File: src/rtl/dct_coef_serializer.sv
// Captures 4-coefficient DCT frames, quantizes (>>SHIFT, saturating) into a frame FIFO,
// and streams them one coefficient per valid/ready handshake. Build option: DCT_ROUND_EN.

module dct_coef_quant #(
   parameter int IN_W  = 18,
   parameter int OUT_W = 12,
   parameter int SHIFT = 4
) (
   input  logic [IN_W-1:0]  c,
   output logic [OUT_W-1:0] q,
   output logic             sat
);
   localparam logic signed [IN_W:0] MAXV = (IN_W+1)'((2**(OUT_W-1)) - 1);
   localparam logic signed [IN_W:0] MINV = (IN_W+1)'(-(2**(OUT_W-1)));
`ifdef DCT_ROUND_EN
   localparam logic signed [IN_W:0] RND = (IN_W+1)'(2**(SHIFT-1));
`else
   localparam logic signed [IN_W:0] RND = '0;
`endif

   logic signed [IN_W:0] ext, rs;

   // one extra bit of headroom so the rounding add cannot wrap
   always_comb begin
      ext = {c[IN_W-1], c};
      rs  = (ext + RND) >>> SHIFT;
      sat = 1'b0;
      if (rs > MAXV) begin
         q   = MAXV[OUT_W-1:0];
         sat = 1'b1;
      end else if (rs < MINV) begin
         q   = MINV[OUT_W-1:0];
         sat = 1'b1;
      end else begin
         q   = rs[OUT_W-1:0];
      end
   end
endmodule

module dct_coef_serializer #(
   parameter int IN_W  = 18,
   parameter int OUT_W = 12,
   parameter int SHIFT = 4,
   parameter int DEPTH = 2
) (
   input  logic             clk,
   input  logic             rst,
   input  logic             in_valid,
   output logic             in_ready,
   input  logic [IN_W-1:0]  c0,
   input  logic [IN_W-1:0]  c1,
   input  logic [IN_W-1:0]  c2,
   input  logic [IN_W-1:0]  c3,
   output logic             out_valid,
   input  logic             out_ready,
   output logic [OUT_W-1:0] out_data,
   output logic [1:0]       out_idx,
   output logic             out_last,
   output logic             sat_flag
);
   localparam int NUM_LANES = 4;
   localparam int AW = $clog2(DEPTH);

   typedef enum logic {IDLE, SEND} state_t;

   state_t                           state;
   logic [NUM_LANES-1:0][IN_W-1:0]   cin;
   logic [NUM_LANES-1:0][OUT_W-1:0]  q;
   logic [NUM_LANES-1:0]             sat;
   logic [OUT_W-1:0]                 mem [DEPTH][NUM_LANES];
   logic [AW-1:0]                    wr_ptr, rd_ptr;
   logic [AW:0]                      count, count_next;
   logic                             push, fire, pop;

   assign cin = {c3, c2, c1, c0};

   for (genvar i = 0; i < NUM_LANES; i++) begin : g_lane
      dct_coef_quant #(.IN_W(IN_W), .OUT_W(OUT_W), .SHIFT(SHIFT)) u_quant (
         .c   (cin[i]),
         .q   (q[i]),
         .sat (sat[i])
      );
   end

   assign in_ready = (count < (AW+1)'(DEPTH));
   assign push     = in_valid & in_ready;
   assign fire     = out_valid & out_ready;
   assign pop      = fire & (out_idx == 2'd3);
   assign out_last = (out_idx == 2'd3);
   // head is read straight from storage, so a frame written on the popping edge is visible at once
   assign out_data = out_valid ? mem[rd_ptr][out_idx] : '0;

   always_comb begin
      count_next = count;
      if (push && !pop)
         count_next = count + 1'b1;
      else if (pop && !push)
         count_next = count - 1'b1;
   end

   always_ff @(posedge clk) begin
      if (push)
         for (int i = 0; i < NUM_LANES; i++)
            mem[wr_ptr][i] <= q[i];
   end

   always_ff @(posedge clk or posedge rst) begin
      if (rst) begin
         state     <= IDLE;
         out_valid <= 1'b0;
         out_idx   <= '0;
         wr_ptr    <= '0;
         rd_ptr    <= '0;
         count     <= '0;
         sat_flag  <= 1'b0;
      end else begin
         count <= count_next;
         if (push) begin
            wr_ptr <= wr_ptr + 1'b1;
            if (|sat)
               sat_flag <= 1'b1;
         end
         if (pop)
            rd_ptr <= rd_ptr + 1'b1;
         case (state)
            IDLE: begin
               if (count != '0) begin
                  state     <= SEND;
                  out_valid <= 1'b1;
               end
            end
            SEND: begin
               if (fire) begin
                  out_idx <= out_idx + 1'b1;
                  if (out_idx == 2'd3 && count_next == '0) begin
                     state     <= IDLE;
                     out_valid <= 1'b0;
                  end
               end
            end
            default: begin
               state     <= IDLE;
               out_valid <= 1'b0;
            end
         endcase
      end
   end
endmodule
File: config.mk
export PLATFORM = sky130hd
export DESIGN_NAME = dct_coef_serializer
export DESIGN_NICKNAME = d
export VERILOG_FILES = /design/src/rtl/dct_coef_serializer.sv
export SDC_FILE = /design/constraint.sdc
export NUM_CORES = 1
export LEC_CHECK = 0
export BUFFER_PORTS_ARGS = -buffer_cell sky130_fd_sc_hd__buf_2
export CAP_MARGIN = 20
export CELL_PAD_IN_SITES_DETAIL_PLACEMENT = 0
export CELL_PAD_IN_SITES_GLOBAL_PLACEMENT = 1
export CORE_MARGIN = 2
export CORE_UTILIZATION = 30
export CTS_BUF_LIST = sky130_fd_sc_hd__clkbuf_2 sky130_fd_sc_hd__clkbuf_4 sky130_fd_sc_hd__clkbuf_8
export DETAILED_ROUTE_END_ITERATION = 6
export GPL_ROUTABILITY_DRIVEN = 0
export PLACE_DENSITY_LB_ADDON = 0.15
export SETUP_SLACK_MARGIN = 0.4
export SYNTH_ARGS = -nofsm -noshare
export SYNTH_HDL_FRONTEND = slang
export SYNTH_SLANG_ARGS = --single-unit
export TNS_END_PERCENT = 30
File: constraint.sdc
create_clock -name clk -period 3.8 [get_ports clk]
set_input_delay 0.19 -clock clk [delete_from_list [all_inputs] [get_ports clk]]
set_output_delay 0.19 -clock clk [all_outputs]
set_load 0.1 [all_outputs]
==> summary.txt <==
Outcome
  • Status: completed

Hold path
  • Worst hold path type: input port to register
  • Worst hold path cell count: 1

Pwr
  • Pwr per Cell Area: 724 nW/um^2
  • Peak VDD IR: 867 uV
  • Comb power frac: 47.3%
  • Clock network power share: 16.9%
  • Pwr Total: 4200 uW
  • Internal power: 2300 uW
  • Switching pwr: 1890 uW
  • Sequential fraction of design power: 35.9%
  • Static Leak: 0.00215 uW
  • Sw Share: 45.1%

Timing
  • Achievable frequency: 363 MHz
  • Skew final: 0.00766 ns
  • Final Hold Fails: 0
  • PnR worst setup slack: 1.05 ns
  • Slew @ Worst Pin: 0.932 ns
  • Max-slew violations: 0
  • Final setup fails: 0
  • Min Tclk post-route: 2.75 ns
  • Tcrit/Tclk final: 72.4%
  • RSZ-0062 raised after global routing: no
  • Rel. slew slack: 37.7%
  • Setup_tns: 0 ns

Yosys
  • Syn Inst Count: 417
  • Synth Area in Adders: 0.496%
  • Post-Synth Simple-Gate Area: 15.4%
  • Post-synth cell types: 30
  • Yosys Warn Count: 0
  • Synthesized flop and latch total: 105
  • Largest family of logic cells by synthesized area: simple AND/OR/NAND/NOR gates
  • Post-synthesis mux area share: 13.8%
  • Register area share after synthesis: 61.7%
  • Post-synthesis compound-gate area fraction: 4.37%
  • Syn nets: 495
  • Yosys top cell area share: 57.2%
  • Top area cells in the synthesized netlist: edfxtp_1, nor2_1, mux4_2
  • Synth area leader: edfxtp_1
  • XOR/XNOR Fraction of Synth Area: 0.869%
  • Syn_area_per_cell: 12.1 um^2
  • Synthesized area: 5040 um^2

Clocking
  • CTS sink cnt: 105
  • Root buf cell: clkbuf_8
  • Bufs on Longest Clock Path: 2
  • Setup bufs post-CTS: 0
  • CTS tree: done
  • CTS buffer count: 9
  • Worst-Skew Late Latency: 0.36 ns
  • CTS resizes: 0
  • Reg clk slew, reported paths: 0.09 ns
  • CTS H-tree depth: 3

Floorplan
  • Core area: 16500 um^2
  • Row cnt: 47
  • Die width: 134 um
  • # IOs: 94
  • Initial Utilization: 30.5%
  • Die Ht: 134 um
  • Die area: 17900 um^2

Route
  • Vias per cell: 4.52
  • Drc violations: 0
  • Initial DRT Pass Iterations: 4
  • Wire length per cell: 15.3 um
  • Final ANT Viol Nets: 0
  • Routed WL: 10800 um
  • Initial DRC Count: 211
  • Vias: 3173

Critical path
  • Startpoint types: register
  • Slowest cell on the critical path: dfrtp_1
  • Crit path max-delay family: multiplexers
  • Critical Path Max Stage Delay: 0.61 ns
  • Critical path depth: 5
  • Cells along the critical path: buf_4 > mux4_2 > mux2i_1 > nor2b_1 > buf_2
  • Worst EP arrival: 2.56 ns
  • WP data required: 3.61 ns
  • Worst path bufs/invs: 2
  • Worst reg-to-reg path cell count: 3
  • Critical Path Fanout Max: 19
  • Worst Setup Path Type: register to primary output
  • Crit. End Element: primary output

Placed design
  • Final HPWL from detailed placement: 7550 um
  • Worst slack at placement: 1.34 ns
  • # port buffers: 77
  • Placed Area: 5590 um^2

Global route
  • Vias in the first global route: 3207
  • Gr usage total: 12.5%
  • Initial antenna violation count: 0
  • GR Overflow Total: 0
  • First-pass GRT wire length: 16900 um
  • Largest net degree at the start of global routing: 49

Layout
  • Design area: 5800 um^2
  • Area growth syn-to-layout: 15.0%
  • Fin nets: 557
  • Multi-input gate area: 1770 um^2
  • Antenna cell count: 0
  • Register area: 3110 um^2
  • Share of cells above drive strength 1: 24.5%
  • Fillers: 1611

Flow run
  • Max-cap violation count: 0
flip-flops by register name, summed over array words and instances (netlist names):
| name | flops |
|---|---|
| out_valid | 1 |
| mem | 96 |
| rd_ptr | 1 |
| out_idx | 2 |
| sat_flag | 1 |
| state | 1 |
| wr_ptr | 1 |
| count | 2 |
power by group through the flow:
stage | Clock (uW) | Combinational, uW | Sequential (uW)
after detailed placement | 0 | 2020 | 1540
after global routing | 778 | 2110 | 1520
after floorplan | 0 | 1630 | 1580
after global placement | 0 | 2020 | 1530
after CTS | 737 | 2020 | 1510
final | 707 | 1980 | 1510
worst paths after layout:
check | endpoint | slack (ns) | start
hold reg to reg | sat_flag | 0.49 | sat_flag
min in group asynchronous | out_valid | 0.33 | rst
setup / recovery | out_data[8] | 1.05 | rd_ptr
setup reg to reg | mem[1][39] | 1.71 | count[1]
hold / removal | mem[0][11] | 0.11 | c3[17]
max in group asynchronous | out_idx[1] | 3.21 | rst
placed cells by master (no fill, tap or decap), types with 3 or more instances in the layout:
cell / n
a21oi_1: 35
and3_1: 5
buf_2: 77
buf_4: 5
clkbuf_8: 9
dfrtp_1: 9
edfxtp_1: 96
inv_1: 3
mux2i_1: 13
mux4_1: 4
mux4_2: 20
nand2_1: 35
nor2_1: 127
nor2b_1: 14
nor3_1: 4
xnor2_1: 4
cells in the mapped netlist:
| library cell | instances |
|---|---|
| a211oi_1 | 1 |
| a21boi_1 | 1 |
| a21oi_1 | 35 |
| a31oi_1 | 2 |
| and2_1 | 1 |
| and3_1 | 5 |
| buf_1 | 3 |
| buf_12 | 1 |
| buf_2 | 4 |
| buf_6 | 1 |
| buf_8 | 1 |
| clkbuf_1 | 22 |
| dfrtp_1 | 9 |
| edfxtp_1 | 96 |
| ha_1 | 2 |
| inv_1 | 3 |
| mux2_1 | 1 |
| mux2i_1 | 13 |
| mux4_1 | 4 |
| mux4_2 | 20 |
| nand2_1 | 35 |
| nand2b_1 | 1 |
| nand3_1 | 2 |
| nor2_1 | 127 |
| nor2b_1 | 15 |
| nor3_1 | 4 |
| o21ai_1 | 1 |
| o22ai_1 | 2 |
| xnor2_1 | 4 |
| xor2_1 | 1 |
layer usage:
metal  vias to the layer above  GRT usage [%]  share of wire (%)
li1                       1590              -                  -
met1                      1518           15.7                 45
met2                        55           21.8                 50
met3                        10           2.82                3.6
met4                         0           3.55                1.3
met5                         -              0                  0
cell families (layout without fill, tap and decap cells):
logic type	Yosys count	after routing
DFF	105	105
xor gates and xnor gates	5	5
buffers and inverters	35	100
and+or+nand+nor	190	190
AOI/OAI and AO/OA	42	42
muxes	38	38
adders and majority gates	2	2
area by class of cell:
cell class	instances	share of cell area (%)
clock buffers	10	2.27
clock inverters	4	1.21
repair buffers	83	7.46
inverters	3	0.194
flip-flops and latches	105	53.6
multi-input cells	277	30.5
well taps	220	4.75
what timing repair did:
action	4_1_cts	5_1_grt
hold buffers	1	0
hold endpoints to repair	9	0
endpoints found under the setup margin	0	0
worst reg2reg max path, stage by stage (launching register included):
cell	delay (ns)
dfrtp_1	0.40
nor2b_1	0.42
and2_2	0.55
buf_4	0.39
metrics by stage:
step                util (%)  std cells  hold WS (ns)
floorplan                  -        417        0.0179
global placement        33.8        687         0.174
detailed placement      33.8        687         0.179
CTS                     35.1        702         0.100
global route            35.1        702         0.112
finish                  35.1        702         0.109
Power figures use the tool's default switching activity.
